**config.mk**
```make
export PLATFORM = sky130hd
export DESIGN_NAME = track_uart_dump_flat
export DESIGN_NICKNAME = d
export VERILOG_FILES = /design/src/rtl/track_uart_dump_pkg.sv /design/src/rtl/track_uart_dump_if.sv /design/src/rtl/track_uart_dump_uart_tx_byte.sv /design/src/rtl/track_uart_dump.sv /design/src/flat_wrapper.sv
export SDC_FILE = /design/constraint.sdc
export NUM_CORES = 1
export LEC_CHECK = 0
export ABC_AREA = 1
export CAP_MARGIN = 20
export CORE_UTILIZATION = 56
export DETAILED_ROUTE_END_ITERATION = 12
export MAX_ROUTING_LAYER = met4
export PLACE_DENSITY_LB_ADDON = 0.15
export SYNTH_ARGS = -nofsm -noshare
export SYNTH_HDL_FRONTEND = slang
export SYNTH_SLANG_ARGS = --single-unit
export TNS_END_PERCENT = 50
```
**constraint.sdc**
```tcl
create_clock -name clock -period 2.75 [get_ports clock]
set_input_delay 0.55 -clock clock [delete_from_list [all_inputs] [get_ports clock]]
set_output_delay 0.55 -clock clock [all_outputs]
set_load 0.01 [all_outputs]
```
**src/rtl/track_uart_dump_pkg.sv**
```systemverilog
// ============================================================================
// Module   : track_dump_pkg
// Brief    : Shared FSM state encoding and UART framing constants for the
//            track memory UART exporter.
// Revision : 1.0
// ============================================================================
`default_nettype none

package track_dump_pkg;

  typedef enum logic [2:0] {
    IDLE  = 3'd0,
    FETCH = 3'd1,
    LOAD  = 3'd2,
    START = 3'd3,
    DATA  = 3'd4,
    STOP  = 3'd5,
    CHK   = 3'd6,
    DONE  = 3'd7
  } state_e;

  localparam logic UART_IDLE            = 1'b1;
  localparam int   FRAME_BITS           = 10;
  localparam int   DEFAULT_CLKS_PER_BIT = 868;

endpackage

`default_nettype wire

```
**src/rtl/track_uart_dump_if.sv**
```systemverilog
// ============================================================================
// Module   : track_uart_dump_if
// Brief    : Request, track memory read port and UART line of the exporter.
// Revision : 1.0
// ============================================================================
`default_nettype none

interface track_uart_dump_if #(
  parameter int ADDR_W = 6,
  parameter int DATA_W = 8
) ();

  logic              dump;
  logic [ADDR_W-1:0] limit;
  logic [ADDR_W-1:0] rd_addr;
  logic [DATA_W-1:0] rd_data;
  logic              busy;
  logic              done;
  logic              tx;

  modport master (
    input  dump, limit, rd_data,
    output rd_addr, busy, done, tx
  );

  modport slave (
    output dump, limit, rd_data,
    input  rd_addr, busy, done, tx
  );

endinterface

`default_nettype wire

```
**src/rtl/track_uart_dump_uart_tx_byte.sv**
```systemverilog
// ============================================================================
// Module   : uart_tx_byte
// Brief    : 8N1 byte serialiser with baud counter; accepts a byte on go while
//            ready, including back-to-back in the last stop-bit cycle.
// Revision : 1.0
// ============================================================================
`default_nettype none

module uart_tx_byte
  import track_dump_pkg::*;
#(
  parameter int CLKS_PER_BIT = DEFAULT_CLKS_PER_BIT
) (
  input  wire logic       clock,
  input  wire logic       reset,
  input  wire logic       go,
  input  wire logic [7:0] byte_in,
  output logic            ready,
  output logic            tx
);

  localparam int             CNT_W    = (CLKS_PER_BIT > 1) ? $clog2(CLKS_PER_BIT) : 1;
  localparam logic [CNT_W-1:0] CNT_LAST = CNT_W'(CLKS_PER_BIT - 1);
  localparam logic [2:0]     LAST_BIT = 3'(FRAME_BITS - 3);

  state_e           state_q, state_d;
  logic [CNT_W-1:0] cnt_q, cnt_d;
  logic [2:0]       bit_q, bit_d;
  logic [7:0]       shift_q, shift_d;
  logic             tx_q, tx_d;

  assign ready = (state_q == IDLE) || ((state_q == STOP) && (cnt_q == '0));
  assign tx    = tx_q;

  always_ff @(posedge clock) begin
    if (reset) begin
      state_q <= IDLE;
      cnt_q   <= '0;
      bit_q   <= '0;
      shift_q <= '0;
      tx_q    <= UART_IDLE;
    end else begin
      state_q <= state_d;
      cnt_q   <= cnt_d;
      bit_q   <= bit_d;
      shift_q <= shift_d;
      tx_q    <= tx_d;
    end
  end

  // Counter reloads on every state entry so bit edges never accumulate drift.
  always_comb begin
    state_d = state_q;
    cnt_d   = cnt_q;
    bit_d   = bit_q;
    shift_d = shift_q;
    tx_d    = tx_q;
    case (state_q)
      START: begin
        if (cnt_q == '0) begin
          state_d = DATA;
          cnt_d   = CNT_LAST;
          bit_d   = '0;
          tx_d    = shift_q[0];
        end else begin
          cnt_d = cnt_q - CNT_W'(1);
        end
      end
      DATA: begin
        if (cnt_q == '0) begin
          cnt_d = CNT_LAST;
          if (bit_q == LAST_BIT) begin
            state_d = STOP;
            tx_d    = UART_IDLE;
          end else begin
            bit_d   = bit_q + 3'd1;
            shift_d = shift_q >> 1;
            tx_d    = shift_q[1];
          end
        end else begin
          cnt_d = cnt_q - CNT_W'(1);
        end
      end
      STOP: begin
        if (cnt_q == '0) begin
          state_d = IDLE;
        end else begin
          cnt_d = cnt_q - CNT_W'(1);
        end
      end
      default: ;
    endcase
    if (go && ready) begin
      state_d = START;
      cnt_d   = CNT_LAST;
      shift_d = byte_in;
      tx_d    = ~UART_IDLE;
    end
  end

endmodule

`default_nettype wire

```
**src/rtl/track_uart_dump.sv**
```systemverilog
// ============================================================================
// Module   : track_uart_dump
// Brief    : Reads a track memory from address 0 to limit-1 on dump and sends
//            each note as an 8N1 UART frame. Build option
//            TRACK_DUMP_CHECKSUM_EN appends an XOR checksum frame.
// Revision : 1.0
// ============================================================================
`default_nettype none

module track_uart_dump
  import track_dump_pkg::*;
#(
  parameter int CLKS_PER_BIT = DEFAULT_CLKS_PER_BIT,
  parameter int ADDR_W       = 6,
  parameter int DATA_W       = 8
) (
  input wire logic         clock,
  input wire logic         reset,
  track_uart_dump_if.master bus
);

`ifdef TRACK_DUMP_CHECKSUM_EN
  localparam state_e TAIL_STATE = CHK;
`else
  localparam state_e TAIL_STATE = DONE;
`endif

  state_e            state_q, state_d;
  logic [ADDR_W-1:0] addr_q, addr_d;
  logic [ADDR_W-1:0] limit_q, limit_d;
  logic              busy_q, busy_d;
  logic              done_q, done_d;
  logic [ADDR_W:0]   addr_nxt;
  logic              more_notes;
  logic              chk_done;
  logic              tx_go;
  logic [DATA_W-1:0] tx_byte;
  logic              tx_ready;
  logic              tx_line;

  // Widened compare: a limit of 2^ADDR_W-1 ends cleanly without wrapping.
  assign addr_nxt   = {1'b0, addr_q} + {{ADDR_W{1'b0}}, 1'b1};
  assign more_notes = addr_nxt < {1'b0, limit_q};

`ifdef TRACK_DUMP_CHECKSUM_EN
  logic [DATA_W-1:0] chk_q, chk_d;
  logic              chk_sent_q, chk_sent_d;

  assign chk_done = chk_sent_q;

  always_ff @(posedge clock) begin
    if (reset) begin
      chk_q      <= '0;
      chk_sent_q <= 1'b0;
    end else begin
      chk_q      <= chk_d;
      chk_sent_q <= chk_sent_d;
    end
  end
`else
  assign chk_done = 1'b0;
`endif

  always_ff @(posedge clock) begin
    if (reset) begin
      state_q <= IDLE;
      addr_q  <= '0;
      limit_q <= '0;
      busy_q  <= 1'b0;
      done_q  <= 1'b0;
    end else begin
      state_q <= state_d;
      addr_q  <= addr_d;
      limit_q <= limit_d;
      busy_q  <= busy_d;
      done_q  <= done_d;
    end
  end

  always_comb begin
    state_d = state_q;
    addr_d  = addr_q;
    limit_d = limit_q;
    busy_d  = busy_q;
    done_d  = 1'b0;
    tx_go   = 1'b0;
    tx_byte = bus.rd_data;
`ifdef TRACK_DUMP_CHECKSUM_EN
    chk_d      = chk_q;
    chk_sent_d = chk_sent_q;
`endif
    case (state_q)
      IDLE: begin
        if (bus.dump) begin
          state_d = FETCH;
          addr_d  = '0;
          limit_d = bus.limit;
          busy_d  = 1'b1;
`ifdef TRACK_DUMP_CHECKSUM_EN
          chk_d      = '0;
          chk_sent_d = 1'b0;
`endif
        end
      end
      FETCH: state_d = (limit_q == '0) ? TAIL_STATE : LOAD;
      LOAD: begin
        tx_go   = 1'b1;
        state_d = STOP;
`ifdef TRACK_DUMP_CHECKSUM_EN
        chk_d = chk_q ^ bus.rd_data;
`endif
      end
      // The serialiser sequences start/data/stop; STOP here waits for it.
      STOP: begin
        if (tx_ready) begin
          if (chk_done) begin
            state_d = DONE;
          end else if (more_notes) begin
            addr_d  = addr_nxt[ADDR_W-1:0];
            state_d = FETCH;
          end else begin
            state_d = TAIL_STATE;
          end
        end
      end
`ifdef TRACK_DUMP_CHECKSUM_EN
      CHK: begin
        tx_go      = 1'b1;
        tx_byte    = chk_q;
        chk_sent_d = 1'b1;
        state_d    = STOP;
      end
`endif
      DONE: begin
        done_d  = 1'b1;
        busy_d  = 1'b0;
        state_d = IDLE;
      end
      default: state_d = IDLE;
    endcase
  end

  uart_tx_byte #(
    .CLKS_PER_BIT (CLKS_PER_BIT)
  ) u_tx (
    .clock   (clock),
    .reset   (reset),
    .go      (tx_go),
    .byte_in (tx_byte[7:0]),
    .ready   (tx_ready),
    .tx      (tx_line)
  );

  assign bus.rd_addr = addr_q;
  assign bus.busy    = busy_q;
  assign bus.done    = done_q;
  assign bus.tx      = tx_line;

endmodule

`default_nettype wire

```
**src/flat_wrapper.sv**
```systemverilog
// flat-port wrapper written by rule: the top's interface ports become plain ports
module track_uart_dump_flat import track_dump_pkg::*;
#(
  parameter int CLKS_PER_BIT = DEFAULT_CLKS_PER_BIT,
  parameter int ADDR_W       = 6,
  parameter int DATA_W       = 8
)
  (clock, reset, bus_dump, bus_limit, bus_rd_data, bus_rd_addr, bus_busy, bus_done, bus_tx);
  track_uart_dump_if #(.ADDR_W(ADDR_W), .DATA_W(DATA_W)) bus_i ();
  input wire logic clock;
  input wire logic reset;
  input wire logic [$bits(bus_i.dump)-1:0] bus_dump;
  input wire logic [$bits(bus_i.limit)-1:0] bus_limit;
  input wire logic [$bits(bus_i.rd_data)-1:0] bus_rd_data;
  output wire logic [$bits(bus_i.rd_addr)-1:0] bus_rd_addr;
  output wire logic [$bits(bus_i.busy)-1:0] bus_busy;
  output wire logic [$bits(bus_i.done)-1:0] bus_done;
  output wire logic [$bits(bus_i.tx)-1:0] bus_tx;
  assign bus_i.dump = bus_dump;
  assign bus_i.limit = bus_limit;
  assign bus_i.rd_data = bus_rd_data;
  assign bus_rd_addr = bus_i.rd_addr;
  assign bus_busy = bus_i.busy;
  assign bus_done = bus_i.done;
  assign bus_tx = bus_i.tx;
  track_uart_dump #(.CLKS_PER_BIT(CLKS_PER_BIT), .ADDR_W(ADDR_W), .DATA_W(DATA_W)) u_core (.clock(clock), .reset(reset), .bus(bus_i));
endmodule
```
==> run summary, run 1 <==
max-cap violations: 0
Clock Latency Late Sink: 0.30 ns
die area: 0.00462 mm2
GRT Util Overall: 0.252
H-tree Lvls: 2
Worst Hold Launch: u_core.bus.busy$_SDFFE_PP0P_
largest net degree at the start of global routing: 25
R2R Path End: u_core.bus.rd_addr[2]$_SDFFE_PP0P_
Pleak: 1.34 nW
clock sinks: 42
DRC errors left: 0
Die Height: 68.0 um
routing usage on met1: 0.322
M2 GR Usage: 0.387
via count: 2,286
synth-to-layout area growth: 15.4%
Initial Util: 0.597
ANT nets after route: 0
crit-path max FO: 8
synth cell count leaders: nand2_1 (87), nor2_1 (49), inv_1 (48)
Yosys cell types: 30
Worst EP arrival: 2.60 ns
leading area contributor after synthesis: dfxtp_1
Yosys top cell area share: 0.345
# diodes: 0
asr flop ratio synth: 0
drt total wl: 5190 um
DR pass1 iterations: 4
Worst Path Required: 2.99 ns
Post-Route Setup TNS: 0 ns
Worst R2R Start: u_core.bus.rd_addr[0]$_SDFFE_PP0P_
Final Hold Fails: 0
Inst Count DP: 436
CTS tree: done
RSZ-0062 raised after global routing: false
most common cell in the synthesized netlist: nand2_1
Final Non-Filler Cells: 444
chip width: 68.0 um
Clk pin slew, worst setup/hold paths: 0.08 ns
worst hold-check path type: reg2reg
worst-case clock buffer depth: 2
worst-margin pin slew: 0.584 ns
layout cells sized above 1: 0.0711
Syn Inst Count: 366
Pwr Density: 740 mW/mm2
Placement Rows: 23
GPL Wtd Cong: 0.898
global-route wire length before repair: 8520 um
status: complete, no violations
I/O pins: 26
Post-Synthesis Net Count: 392
Synth Area per Inst: 6.67 um2
post-DR wirelength/cell: 11.7 um
synth warn: 0
EDFF count, synth: 0
synthesized area: 0.00244 mm2
Min-Delay Endpoint: u_core.bus.busy$_SDFFE_PP0P_
Via-to-Cell Ratio: 5.15
initial antenna violation count: 0
Core Area: 0.00409 mm2
hold path depth: 2
post-route clock period utilization: 0.859
hold-fix buffer count after cts: 0
CTS Buf Count: 5
vias in the first global route: 2,005
post_cts resized: 0
#FFs+latches synth: 42
largest cells by area after synthesis: dfxtp_1 (34%), nand2_1 (13%), nor2_1 (7.5%), inv_1 (7.4%), nand3_1 (5.7%)
critical path endpoint category: flip-flop
maximum vdd drop: 0.493 mV
Worst R2R Setup Slack: 0.39 ns
Port Buffer Count: 25
Clock Skews: 0.00695 ns
min Tclk post-route: 2.36 ns
Slew Limit Fails: 0
GR peak layer: met2
Final setup viols: 0
number of setup buffers added after CTS: 0
relative slew slack: 0.609
Initial DRC Count: 143
HPWL Detailed: 3710 um
register area share after synthesis: 0.345
nets@finish: 419
CP Launch Type: flip-flop
Layout fillers: 385
fmax: 424 MHz
Primary FF master, synth: dfxtp_1
met3 Use GR: 0.0650
CP Class: reg2reg
CTS root buf: clkbuf_8
total global routing overflow: 0
reg2reg path depth: 14
==> flip-flops by register name, indices dropped and copies added (netlist names) <==
name	count
u_core.u_tx.tx	1
u_core.u_tx.shift_q	8
u_core.u_tx.state_q	3
u_core.u_tx.bit_q	3
u_core.bus.rd_addr	6
u_core.state_q	3
u_core.limit_q	6
u_core.bus.done	1
u_core.u_tx.cnt_q	10
u_core.bus.busy	1
==> worst max-delay path, cell delays in order, from the launching register on <==
cell and delay [ns]:
dfxtp_1 0.41, ha_1 0.21, nand3_1 0.12, xor2_1 0.18
inv_1 0.08, ha_1 0.29, nand2_1 0.07, nand2_1 0.05
a21oi_1 0.14, nand3_1 0.11, nand2_1 0.23, nand3_2 0.19
nand2_1 0.10, inv_1 0.04, nor2_1 0.09
==> kinds of logic (layout without fill, tap and decap cells) <==
kind of cell / Yosys count / in the layout / synth area share
adder cells (fa/ha/maj): 9 / 9 / 0.0462
buffers and inverters: 60 / 88 / 0.0990
AO/OA/AOI/OAI: 50 / 50 / 0.117
XOR/XNOR: 7 / 7 / 0.0251
flip-flops: 42 / 42 / 0.345
AND/OR/NAND/NOR: 198 / 198 / 0.368
==> stage by stage <==
| step | instance area [um2] | hold WS [ns] | utilization | setup WS, ns | power, mW |
|---|---|---|---|---|---|
| after CTS | 2820 | 0.481 | 0.689 | 0.412 | 2.09 |
| after global routing | 2820 | 0.520 | 0.689 | 0.171 | 2.26 |
| after floorplan | 2440 | 0.437 | - | 0.696 | 1.45 |
| after detailed placement | 2730 | 0.467 | 0.667 | 0.440 | 1.67 |
| final | 2820 | 0.476 | 0.689 | 0.389 | 2.08 |
| after global placement | 2730 | 0.457 | 0.667 | 0.596 | 1.66 |
==> where the power goes <==
| group | switching (mW) | internal (mW) | total [mW] |
|---|---|---|---|
| logic | 0.547 | 0.345 | 0.892 |
| registers | 0.0765 | 0.701 | 0.778 |
| clock network | 0.212 | 0.203 | 0.415 |
==> per-layer routing <==
metal	vias up	wire, um
met2	49	2250
met4	0	66
met1	1004	2570
li1	1227	-
met5	-	0
met3	6	305
==> worst max path at each step <==
stage	start	endpoint	cells after the start
6_report	u_core.bus.rd_addr[0]$_SDFFE_PP0P_	u_core.bus.rd_addr[2]$_SDFFE_PP0P_	14
2_1_floorplan	u_core.bus.rd_addr[0]$_SDFFE_PP0P_	u_core.bus.rd_addr[1]$_SDFFE_PP0P_	14
3_3_place_gp	u_core.bus.rd_addr[0]$_SDFFE_PP0P_	u_core.bus.rd_addr[0]$_SDFFE_PP0P_	14
5_1_grt	u_core.bus.rd_addr[0]$_SDFFE_PP0P_	u_core.bus.rd_addr[4]$_SDFFE_PP0P_	14
4_1_cts	u_core.bus.rd_addr[0]$_SDFFE_PP0P_	u_core.bus.rd_addr[2]$_SDFFE_PP0P_	14
3_5_place_dp	u_core.bus.rd_addr[0]$_SDFFE_PP0P_	u_core.bus.rd_addr[2]$_SDFFE_PP0P_	14
==> cells in the final DEF, fill, tap and decap left out, types with 3 or more instances in the layout <==
cell             Yosys  final
nor2_2               3      3
clkdlybuf4s50_1      0     25
dfxtp_1             42     42
a21oi_1             25     25
ha_1                 9      9
nand2_2              4      4
nand3_1             28     28
inv_1               48     48
xor2_1               7      7
o21ai_0             12     12
clkbuf_8             0      6
nand4_1             12     12
nor2_1              49     49
inv_2                4      4
nand2_1             87     87
o211ai_1             8      8
nor3_1               4      4
==> area by class of cell <==
cell class	count	area, um2	area share
clock inverters	1	5.00	0.00178
clock buffers	7	86.3	0.0307
repair buffers	27	265	0.0942
flip-flops and latches	42	841	0.299
multi-input cells	264	1360	0.482
inverters	53	199	0.0706
well taps	50	62.6	0.0222
Power figures use the tool's default switching activity.
==> inputs of run 2 (changes only) <==
--- a/config.mk
+++ b/config.mk
@@ -6,11 +6,13 @@
 export NUM_CORES = 1
 export LEC_CHECK = 0
 export ABC_AREA = 1
+export ABC_CLOCK_PERIOD_IN_PS = 2750
 export CAP_MARGIN = 20
 export CORE_UTILIZATION = 56
 export DETAILED_ROUTE_END_ITERATION = 12
 export MAX_ROUTING_LAYER = met4
 export PLACE_DENSITY_LB_ADDON = 0.15
+export SLEW_MARGIN = 15
 export SYNTH_ARGS = -nofsm -noshare
 export SYNTH_HDL_FRONTEND = slang
 export SYNTH_SLANG_ARGS = --single-unit
==> results of run 2 <==
Final layout, timing and power as in run 1 (identical DEF).
